===== config.mk =====
export PLATFORM = sky130hd
export DESIGN_NAME = seq_detector_prog_flat
export DESIGN_NICKNAME = d
export VERILOG_FILES = /design/src/rtl/seq_det_pkg.sv /design/src/rtl/seq_detector_prog_if.sv /design/src/rtl/sat_counter.sv /design/src/rtl/seq_detector_prog.sv /design/src/flat_wrapper.sv
export SDC_FILE = /design/constraint.sdc
export NUM_CORES = 1
export LEC_CHECK = 0
export ABC_AREA = 1
export BUFFER_PORTS_ARGS = -buffer_cell sky130_fd_sc_hd__buf_2
export CAP_MARGIN = 20
export CORE_UTILIZATION = 45
export CTS_CLUSTER_SIZE = 10
export DETAILED_ROUTE_END_ITERATION = 10
export GPL_TIMING_DRIVEN = 0
export HOLD_SLACK_MARGIN = 0.12
export PLACE_DENSITY = 0.62
export SYNTH_ARGS = -nofsm -noshare
export SYNTH_HDL_FRONTEND = slang
export SYNTH_SLANG_ARGS = --single-unit

===== constraint.sdc =====
create_clock -name clk -period 2.3 [get_ports clk]
set_input_delay 0.46 -clock clk [delete_from_list [all_inputs] [get_ports clk]]
set_output_delay 0.46 -clock clk [all_outputs]
set_load 0.01 [all_outputs]

===== src/rtl/seq_det_pkg.sv =====
// rtl/seq_det_pkg.sv - shared constants and helpers for the programmable sequence detector
package seq_det_pkg;

  localparam int          DEF_MAX_LEN     = 16;
  localparam logic [15:0] DEF_RST_PATTERN = 16'h0EDB;
  localparam int          DEF_RST_LEN     = 12;
  localparam int          MASK_MAX        = 64;

  function automatic int len_width(input int max_len);
    return $clog2(max_len + 1);
  endfunction

  // Callers truncate the result to their own MAX_LEN width.
  function automatic logic [MASK_MAX-1:0] len_mask(input int len);
    logic [MASK_MAX-1:0] m;
    m = '0;
    for (int i = 0; i < MASK_MAX; i++) begin
      m[i] = (i < len);
    end
    return m;
  endfunction

endpackage


===== src/rtl/seq_detector_prog_if.sv =====
// rtl/seq_detector_prog_if.sv - configuration, serial stream and result signals of the detector
interface seq_detector_prog_if
  import seq_det_pkg::*;
#(
  parameter int MAX_LEN = DEF_MAX_LEN,
  parameter int CNT_W   = 8
);

  localparam int LEN_W = len_width(MAX_LEN);

  logic               cfg_load_i;
  logic [MAX_LEN-1:0] cfg_pattern_i;
  logic [LEN_W-1:0]   cfg_len_i;
  logic               cfg_overlap_i;
  logic               valid_i;
  logic               x_i;
  logic               clr_cnt_i;
  logic               det_o;
  logic               armed_o;
  logic [CNT_W-1:0]   hit_cnt_o;

  modport master (
    output cfg_load_i, cfg_pattern_i, cfg_len_i, cfg_overlap_i,
    output valid_i, x_i, clr_cnt_i,
    input  det_o, armed_o, hit_cnt_o
  );

  modport slave (
    input  cfg_load_i, cfg_pattern_i, cfg_len_i, cfg_overlap_i,
    input  valid_i, x_i, clr_cnt_i,
    output det_o, armed_o, hit_cnt_o
  );

endinterface


===== src/rtl/sat_counter.sv =====
// rtl/sat_counter.sv - saturating up-counter; a clear in the same cycle as an increment yields 1
module sat_counter #(
  parameter int W = 8
) (
  input  logic         clk,
  input  logic         reset,
  input  logic         inc,
  input  logic         clr,
  output logic [W-1:0] cnt
);

  logic [W-1:0] cnt_q;

  always_ff @(posedge clk or posedge reset) begin
    if (reset) begin
      cnt_q <= '0;
    end else if (clr) begin
      cnt_q <= inc ? W'(1) : '0;
    end else if (inc && (cnt_q != '1)) begin
      cnt_q <= cnt_q + W'(1);
    end
  end

  assign cnt = cnt_q;

endmodule


===== src/rtl/seq_detector_prog.sv =====
// rtl/seq_detector_prog.sv - runtime-programmable serial bit-sequence detector
// Pattern is right-aligned: bit[len-1] is the oldest bit of a match, bit[0] the newest.
module seq_detector_prog
  import seq_det_pkg::*;
#(
  parameter int                 MAX_LEN     = DEF_MAX_LEN,
  parameter int                 CNT_W       = 8,
  parameter logic [MAX_LEN-1:0] RST_PATTERN = MAX_LEN'(DEF_RST_PATTERN),
  parameter int                 RST_LEN     = DEF_RST_LEN,
  parameter bit                 RST_OVERLAP = 1'b1
) (
  input logic                clk,
  input logic                reset,
  seq_detector_prog_if.slave bus
);

  localparam int LEN_W = len_width(MAX_LEN);
  localparam logic [LEN_W-1:0] LEN_MAX = LEN_W'(MAX_LEN);

  logic [MAX_LEN-1:0] pattern_q;
  logic [MAX_LEN-1:0] hist_q;
  logic [MAX_LEN-1:0] hist_d;
  logic [MAX_LEN-1:0] mask;
  logic [LEN_W-1:0]   len_q;
  logic [LEN_W-1:0]   fill_q;
  logic [LEN_W-1:0]   fill_d;
  logic [LEN_W-1:0]   cfg_len;
  logic               ovl_q;
  logic               det_q;
  logic               sample;
  logic               hit;
  logic [CNT_W-1:0]   hit_cnt;

  assign cfg_len = (bus.cfg_len_i > LEN_MAX) ? LEN_MAX : bus.cfg_len_i;
  assign mask    = MAX_LEN'(len_mask(int'(len_q)));

  // A load cycle takes priority over the stream; its data bit is dropped.
  assign sample = bus.valid_i && !bus.cfg_load_i;
  assign hist_d = {hist_q[MAX_LEN-2:0], bus.x_i};
  assign fill_d = (fill_q == LEN_MAX) ? fill_q : fill_q + LEN_W'(1);

  assign hit = sample
            && (len_q != '0)
            && (fill_d >= len_q)
            && (((hist_d ^ pattern_q) & mask) == '0);

  always_ff @(posedge clk or posedge reset) begin
    if (reset) begin
      pattern_q <= RST_PATTERN;
      len_q     <= LEN_W'(RST_LEN);
      ovl_q     <= RST_OVERLAP;
      hist_q    <= '0;
      fill_q    <= '0;
      det_q     <= 1'b0;
    end else if (bus.cfg_load_i) begin
      pattern_q <= bus.cfg_pattern_i;
      len_q     <= cfg_len;
      ovl_q     <= bus.cfg_overlap_i;
      hist_q    <= '0;
      fill_q    <= '0;
      det_q     <= 1'b0;
    end else if (sample) begin
      hist_q    <= hist_d;
      // Non-overlap mode restarts collection so the next match needs len fresh bits.
      fill_q    <= (hit && !ovl_q) ? '0 : fill_d;
      det_q     <= hit;
    end else begin
      det_q     <= 1'b0;
    end
  end

  sat_counter #(
    .W (CNT_W)
  ) u_hit_cnt (
    .clk   (clk),
    .reset (reset),
    .inc   (hit),
    .clr   (bus.clr_cnt_i),
    .cnt   (hit_cnt)
  );

  assign bus.det_o     = det_q;
  assign bus.armed_o   = (len_q != '0) && (fill_q >= len_q);
  assign bus.hit_cnt_o = hit_cnt;

endmodule


===== src/flat_wrapper.sv =====
// flat-port wrapper written by rule: the top's interface ports become plain ports
module seq_detector_prog_flat import seq_det_pkg::*;
#(
  parameter int                 MAX_LEN     = DEF_MAX_LEN,
  parameter int                 CNT_W       = 8,
  parameter logic [MAX_LEN-1:0] RST_PATTERN = MAX_LEN'(DEF_RST_PATTERN),
  parameter int                 RST_LEN     = DEF_RST_LEN,
  parameter bit                 RST_OVERLAP = 1'b1
)
  (clk, reset, bus_cfg_load_i, bus_cfg_pattern_i, bus_cfg_len_i, bus_cfg_overlap_i, bus_valid_i, bus_x_i, bus_clr_cnt_i, bus_det_o, bus_armed_o, bus_hit_cnt_o);
  seq_detector_prog_if #(.MAX_LEN(MAX_LEN), .CNT_W(CNT_W)) bus_i ();
  input logic clk;
  input logic reset;
  input wire logic [$bits(bus_i.cfg_load_i)-1:0] bus_cfg_load_i;
  input wire logic [$bits(bus_i.cfg_pattern_i)-1:0] bus_cfg_pattern_i;
  input wire logic [$bits(bus_i.cfg_len_i)-1:0] bus_cfg_len_i;
  input wire logic [$bits(bus_i.cfg_overlap_i)-1:0] bus_cfg_overlap_i;
  input wire logic [$bits(bus_i.valid_i)-1:0] bus_valid_i;
  input wire logic [$bits(bus_i.x_i)-1:0] bus_x_i;
  input wire logic [$bits(bus_i.clr_cnt_i)-1:0] bus_clr_cnt_i;
  output wire logic [$bits(bus_i.det_o)-1:0] bus_det_o;
  output wire logic [$bits(bus_i.armed_o)-1:0] bus_armed_o;
  output wire logic [$bits(bus_i.hit_cnt_o)-1:0] bus_hit_cnt_o;
  assign bus_i.cfg_load_i = bus_cfg_load_i;
  assign bus_i.cfg_pattern_i = bus_cfg_pattern_i;
  assign bus_i.cfg_len_i = bus_cfg_len_i;
  assign bus_i.cfg_overlap_i = bus_cfg_overlap_i;
  assign bus_i.valid_i = bus_valid_i;
  assign bus_i.x_i = bus_x_i;
  assign bus_i.clr_cnt_i = bus_clr_cnt_i;
  assign bus_det_o = bus_i.det_o;
  assign bus_armed_o = bus_i.armed_o;
  assign bus_hit_cnt_o = bus_i.hit_cnt_o;
  seq_detector_prog #(.MAX_LEN(MAX_LEN), .CNT_W(CNT_W), .RST_PATTERN(RST_PATTERN), .RST_LEN(RST_LEN), .RST_OVERLAP(RST_OVERLAP)) u_core (.clk(clk), .reset(reset), .bus(bus_i));
endmodule

==> results of run 1 <==
-- per-stage QoR --
step           worst slack (ns)  setup TNS [ns]  instances  instance area [um2]  hold WS (ns)
5_1_grt                 -0.1778          -2.189        515                 3425        0.3384
3_5_place_dp           -0.08788         -0.5985        502                 3222        0.4309
3_3_place_gp           -0.08436          -3.347        501                 3202        0.4609
2_1_floorplan            0.2265               0        389                 2930        0.4501
4_1_cts                0.003698               0        514                 3361        0.3394
6_report               -0.01811        -0.07857        515                 3425        0.3474
-- power groups by stage --
| stage | clock network, uW | registers [uW] | logic (uW) |
|---|---|---|---|
| CTS | 563 | 999 | 342 |
| global route | 592 | 1010 | 409 |
| floorplan | 0 | 1010 | 233 |
| finish | 541 | 999 | 352 |
| global placement | 0 | 1010 | 321 |
| detailed placement | 0 | 1020 | 332 |
-- registers in the layout, indices dropped and copies added (netlist names) --
name,flops
u_core.pattern_q,16
u_core.hist_q,15
u_core.u_hit_cnt.cnt,8
u_core.fill_q,5
u_core.len_q,5
u_core.bus.det_o,1
u_core.ovl_q,1
-- how the worst min path moves through the flow --
stage                             startpoint                               end  slack (ns)
floorplan           u_core.ovl_q$_DFFE_PP1P_          u_core.ovl_q$_DFFE_PP1P_        0.45
global placement    u_core.ovl_q$_DFFE_PP1P_          u_core.ovl_q$_DFFE_PP1P_        0.46
detailed placement                     reset   u_core.pattern_q[5]$_DFFE_PP0P_        0.43
CTS                    bus_cfg_pattern_i[11]  u_core.pattern_q[11]$_DFFE_PP1P_        0.34
global route           bus_cfg_pattern_i[11]  u_core.pattern_q[11]$_DFFE_PP1P_        0.34
finish                 bus_cfg_pattern_i[11]  u_core.pattern_q[11]$_DFFE_PP1P_        0.35
-- cell type report --
class	instances	area [um2]	area share (%)
Clock buffer	7	86.33	2.521
Clock inverter	1	8.758	0.2558
Sequential cell	51	1294	37.78
Multi-Input combinational cell	271	1455	42.49
Inverter	61	229.0	6.686
Tap cell	77	96.34	2.813
Buffer	7	27.53	0.8038
Timing Repair Buffer	40	227.7	6.650
-- routing by layer --
metal / vias to the layer above / routed length (um) / track usage [%]
li1: 1324 / - / -
met1: 1175 / 3322 / 27.98
met2: 32 / 2981 / 34.18
met3: 9 / 178 / 3.077
met4: 0 / 91 / 5.862
met5: - / 0 / 0
-- repair_timing --
item	4_1_cts	5_1_grt
setup endpoints to repair	14	14
hold buffers	1	0
setup buffers	2	1
endpoints found under the hold margin	8	0
pin swaps	3	5
cloned	1	0
gates resized for setup	4	15
-- synth_stat cells (all sizes together) --
library cell / instances
o21ai: 24
o22ai: 15
dfrtp: 39
nor3: 3
xnor2: 2
or2: 2
nand2: 126
nor2: 34
inv: 60
dfstp: 12
ha: 13
and3: 1
o41ai: 1
xor2: 6
nor3b: 1
o21bai: 1
o21a: 3
nand3: 28
clkinv: 1
clkbuf: 3
nand3b: 1
buf: 4
a21oi: 9
-- worst min-delay path: stages --
cell and delay [ns]:
buf_2 0.09, nand2_1 0.05, nand2_1 0.05
-- cell families after synthesis --
group                      synth area share [%]
AOI/OAI and AO/OA                         10.16
xor gates and xnor gates                  2.391
adders and majority gates                 5.551
buffers and inverters                     8.753
DFF                                       44.06
and+or+nand+nor                           29.08
==> run metrics, run 1 <==
status=finished, violations left; failing checks=negative setup slack; commonest non-fill, non-tap cell in the layout=nand2_1; crit path cell chain=inv_1, ha_4, nand3_2, xor2_1, ha_1, inv_1, nand2_1, nand2_1, nand2_1, nand2_1, nand2_1, nand3_2, nor2_4, nand3_4, nand2_8, nand2_1, nand2_1; gpl congestion=0.8048; yosys warns=0; Static Leak=0.001765 uW; switch share=29.28%; IO Port Bufs=35; clock sinks=51; crit path kind=reg2reg; Clock Power Share=28.6%; fin nets=~480; HPWL after detailed placement=just under 5000 um; Final Power=between 1500 and 2000 uW; # fillers=625; later-pin clock latency in the skew report=around 0.30 ns; slowest cell on the critical path=dfrtp_1; routed vias/inst=about 4.9; 1st-iter DRT viols=126; largest net degree at the start of global routing=40; most frequent cells in the layout=nand2_1 (122), inv_1 (53), dfrtp_1 (37); Die X=82.70 um; initial antenna violation count=0; Max FO, Critical Path=8; Max Clock Freq=approximately 430 MHz; Arr. time, crit path=2.57 ns; post-synthesis cell type count=29; DRC=0; number of global-route vias before repair=around 2.3k; P_sw=between 500 and 600 uW; antenna fix cells=0; final setup violation count=8; Hold Path Stages=3; first drt pass iteration count=4; CP endpoint=u_core.u_hit_cnt.cnt[7]$_DFFE_PP0P_; Synth Instances=389; logic gate share of total power=between 10% and 20%; CTS clock-pin slew for the worst setup and hold paths=~0.090 ns; CTS H-tree lvls=2; max-cap viol count=0; final wirelength=6575 um; Worst R2R Setup Slack=-0.02 ns; Initial Util=between 40% and 50%; CTS Buf Count=5; syn nets=430; Largest delay share family, worst path=simple AND/OR/NAND/NOR gates; Rows=29; grt ovf=0; TritonCTS clock tree=yes; Tot GR Track Use=between 20% and 30%; Buf/Inv on CP=2; mapped cell area=between 2000 and 3000 um2; CP Launch Point=u_core.fill_q[1]$_DFFE_PP0P_; Root Buffer=clkbuf_8; worst-case clock buffer depth=2; Die H=a little over 80 um; Reg2Reg Capture Point=u_core.u_hit_cnt.cnt[7]$_DFFE_PP0P_; peak per-stage delay on the critical path=about 0.44 ns; P_int=about 1300 uW; sequential fraction of the synthesis area=between 40% and 50%; Vias=around 2.5k; #FFs+latches synth=just over 50; Antenna Nets Post-Route=0; Worst Setup End Kind=flip-flop; layout cells sized above 1=21.00%; Mapped Avg Cell Area=approximately 7.5 um2; reg2reg start=u_core.fill_q[1]$_DFFE_PP0P_; power density over cell area=between 500 and 600 nW/um2; Tcrit/Tclk final=100.8%; Reg2Reg Depth=17; VDD IR max=around 0.25 mV; Slew Viols, Final=0; clock skew=around 0.0064 ns; Area contributors post-synth=dfrtp_1 (33%), nand2_1 (16%), dfstp_2 (11%); Avg WL per Cell=between 10 and 15 um; Synth top area share=~33%; final hold vios=0; global-route wire length before repair=10560 um; Max-slew headroom=about two thirds; Yosys top cell by area=dfrtp_1; Hold Crit Class=in2reg; sequential share of power=a little over half; Stages on worst setup path=17; core area=6314 um2; startpoint types=flip-flop; final worst slack=-0.01811 ns; Worst Tran Pin Value=roughly 0.52 ns; Finished Core Util=between 50% and 60%; CP required=2.55 ns; RSZ-0062 raised after global routing=true; synthesis-to-layout area growth=16.87%; I/O pin count=38; Die ar.=between 6000 and 7000 um2; CP dominant cell by count=nand2_1; Final min period=between 2 and 2.5 ns
Power figures use the tool's default switching activity.
==> run 2: changes to the inputs <==
--- a/config.mk
+++ b/config.mk
@@ -5,7 +5,7 @@
 export SDC_FILE = /design/constraint.sdc
 export NUM_CORES = 1
 export LEC_CHECK = 0
-export ABC_AREA = 1
+export ABC_AREA = 0
 export BUFFER_PORTS_ARGS = -buffer_cell sky130_fd_sc_hd__buf_2
 export CAP_MARGIN = 20
 export CORE_UTILIZATION = 45
==> run 2 against run 1 <==
Effect of this change:
- the flow still finishes with violations (negative setup slack)
- flip-flop and latch count unchanged
- first-iteration DRC count down 75%
- clock-buffer cell count down 2
- largest power group unchanged
==> run metrics, run 2 <==
status=finished, violations left; failing checks=negative setup slack; Slew Viols, Final=0; Worst Tran Pin Value=0.7355 ns; TritonCTS clock tree=yes; most instantiated cells after synthesis=dfrtp_1 (39), nor2_1 (24), mux2_2 (17), mux2i_1 (17), xnor2_1 (17); Synth top area share=between 30% and 40%; clock sinks=just over 50; crit path cell chain=inv_2, ha_1, nand3b_1, nor2_4, xnor2_2, ha_1, nand2b_4, a211oi_2, o21ai_2, nand4_1, buf_6, or4_4, a21oi_2; most frequent cells in the layout=buf_2 (36), dfrtp_1 (36), nor2_1 (21); 1st-iter DRT viols=32; fin nets=378; dpl cells=just under 400; final hold vios=0; Die X=around 82 um; final worst slack=-0.2384 ns; Tcrit/Tclk final=110.4%; peak per-stage delay on the critical path=approximately 0.44 ns; slowest cell on the critical path=dfrtp_2; Area contributors post-synth=dfrtp_1 (34%), dfstp_2 (11%), mux2_2 (6.7%); crit path kind=reg2reg; Async SR Flop Fraction=100.0%; Max Clock Freq=slightly below 400 MHz; RSZ-0062 raised after global routing=true; final wirelength=about 6600 um; DRC=0; I/O pin count=38; number of global-route vias before repair=2263; antenna fix cells=0; sequential fraction of the synthesis area=about 45%; max-cap viol count=0; Antenna Nets Post-Route=0; IO Port Bufs=36; Static Leak=around 0.0016 uW; Root Buffer=clkbuf_8; number of flip-flops in the largest register=16; Yosys top cell by area=dfrtp_1; Hold WS=between 0.3 and 0.4 ns; global-route wire length before repair=10950 um; later-pin clock latency in the skew report=0.31 ns; startpoint types=flip-flop; Die ar.=6654 um2; Mapped Avg Cell Area=between 10 and 15 um2; Final min period=2.538 ns; synthesis-to-layout area growth=28.68%; CP dominant cell by count=ha_1; Tot GR Track Use=about 22%; post-synthesis cell type count=39; yosys warns=0; Max FO, Critical Path=7; layout cells sized above 1=43.20%; largest net degree at the start of global routing=37; final setup violation count=15; CP required=about 2.6 ns; #FFs+latches synth=slightly above 50; worst-case clock buffer depth=2; HPWL after detailed placement=roughly 4500 um; Hold Crit Class=in2reg; Synth Instances=273; first drt pass iteration count=4; CTS H-tree lvls=2; Post-synth EDFFs=0; placed inst area=3146 um2; CTS clock-pin slew for the worst setup and hold paths=around 0.10 ns; Max-slew headroom=50.97%; Layout Cells excl Fill=around 410; Initial Util=a little under half; grt ovf=0; mapped cell area=2849 um2; syn nets=314; Arr. time, crit path=approximately 2.8 ns; CTS Buf Count=5; main flop type after synthesis=dfrtp_1; core area=6026 um2; most frequent cell after synthesis=dfrtp_1; clock skew=0.008093 ns; Biggest register=u_core.pattern_q; Avg WL per Cell=approximately 16 um; routed vias/inst=between 5 and 6; Final Instance Area=3666 um2; gpl congestion=0.8481; initial antenna violation count=0; Die H=around 82 um; VDD IR max=between 0.3 and 0.4 mV; Worst Setup End Kind=flip-flop; Vias=~2.3k; power density over cell area=roughly 600 nW/um2; Rows=28
[run 2: path summary, 6_finish.rpt]
path | startpoint | to | slack [ns] | cells past startpoint
worst max-delay path | u_core.fill_q[0]$_DFFE_PP0P_ | u_core.u_hit_cnt.cnt[5]$_DFFE_PP0P_ | -0.24 | 13
worst min-delay path | bus_cfg_len_i[1] | u_core.len_q[1]$_DFFE_PP0P_ | 0.34 | 3
worst max register to register | u_core.fill_q[0]$_DFFE_PP0P_ | u_core.u_hit_cnt.cnt[5]$_DFFE_PP0P_ | -0.24 | 13
worst min register to register | u_core.pattern_q[15]$_DFFE_PP0P_ | u_core.pattern_q[15]$_DFFE_PP0P_ | 0.54 | 1
max in group asynchronous | reset | u_core.len_q[2]$_DFFE_PP1P_ | 1.08 | 4
min in group asynchronous | reset | u_core.pattern_q[8]$_DFFE_PP0P_ | 0.65 | 3
[run 2: stage by stage]
stage | total power, uW | utilization (%) | setup TNS (ns) | setup slack [ns]
after floorplan | 1235 | - | -0.3576 | -0.09239
after global placement | 1324 | 51.87 | -6.311 | -0.3886
after detailed placement | 1337 | 52.20 | -3.396 | -0.4024
after CTS | 2187 | 58.51 | -1.168 | -0.1813
after global routing | 2312 | 60.84 | -3.779 | -0.3272
final | 2211 | 60.84 | -2.176 | -0.2384
[run 2: critical path: cells and delay by family, from the launching register on]
family,cells,cell delay [ns]
compound gates,3,0.34
fa+ha+maj,2,0.41
flops,1,0.44
xor+xnor,1,0.08
buf+inv,2,0.23
simple gates,5,0.95
[run 2: cell type report]
class	count	area [um2]
Sequential cell	51	1295
Inverter	12	45.04
Fill cell	512	2360
Buffer	11	52.55
Tap cell	75	93.84
Clock inverter	3	71.32
Multi-Input combinational cell	199	1683
Clock buffer	5	68.82
Timing Repair Buffer	57	356.6
[run 2: layer usage]
| layer | vias to the layer above | GRT usage, % | wire (um) |
|---|---|---|---|
| met3 | 20 | 4.889 | 264 |
| met2 | 54 | 33.42 | 3199 |
| met1 | 1121 | 29.14 | 2992 |
| met4 | 0 | 10.70 | 182 |
| met5 | - | 0 | 0 |
| li1 | 1115 | - | - |
[run 2: timing repair]
action,in CTS,in global routing
pin swaps,15,8
endpoints found under the setup margin,15,15
cloned,1,0
buffers inserted,15,4
resized for setup,30,20
hold buffers,1,0
hold endpoints to repair,9,0
[run 2: cell families (layout without fill, tap and decap cells)]
| logic type | Yosys count | count (layout) | synth area share, % |
|---|---|---|---|
| buffers and inverters | 24 | 88 | 3.162 |
| AOI/OAI and AO/OA | 53 | 53 | 11.73 |
| adders and majority gates | 13 | 13 | 5.709 |
| and+or+nand+nor | 78 | 79 | 15.15 |
| muxes | 35 | 35 | 13.09 |
| xor gates and xnor gates | 19 | 19 | 5.841 |
| DFF | 51 | 51 | 45.32 |
[run 2: power by group]
| group | leakage (uW) | total (uW) | internal, uW | switching, uW |
|---|---|---|---|---|
| Clock | 0.0000703 | 774 | 442 | 332 |
| Sequential | 0.000645 | 993 | 955 | 38.0 |
| Combinational | 0.000896 | 444 | 210 | 234 |
| Total | 0.00161 | 2210 | 1610 | 604 |
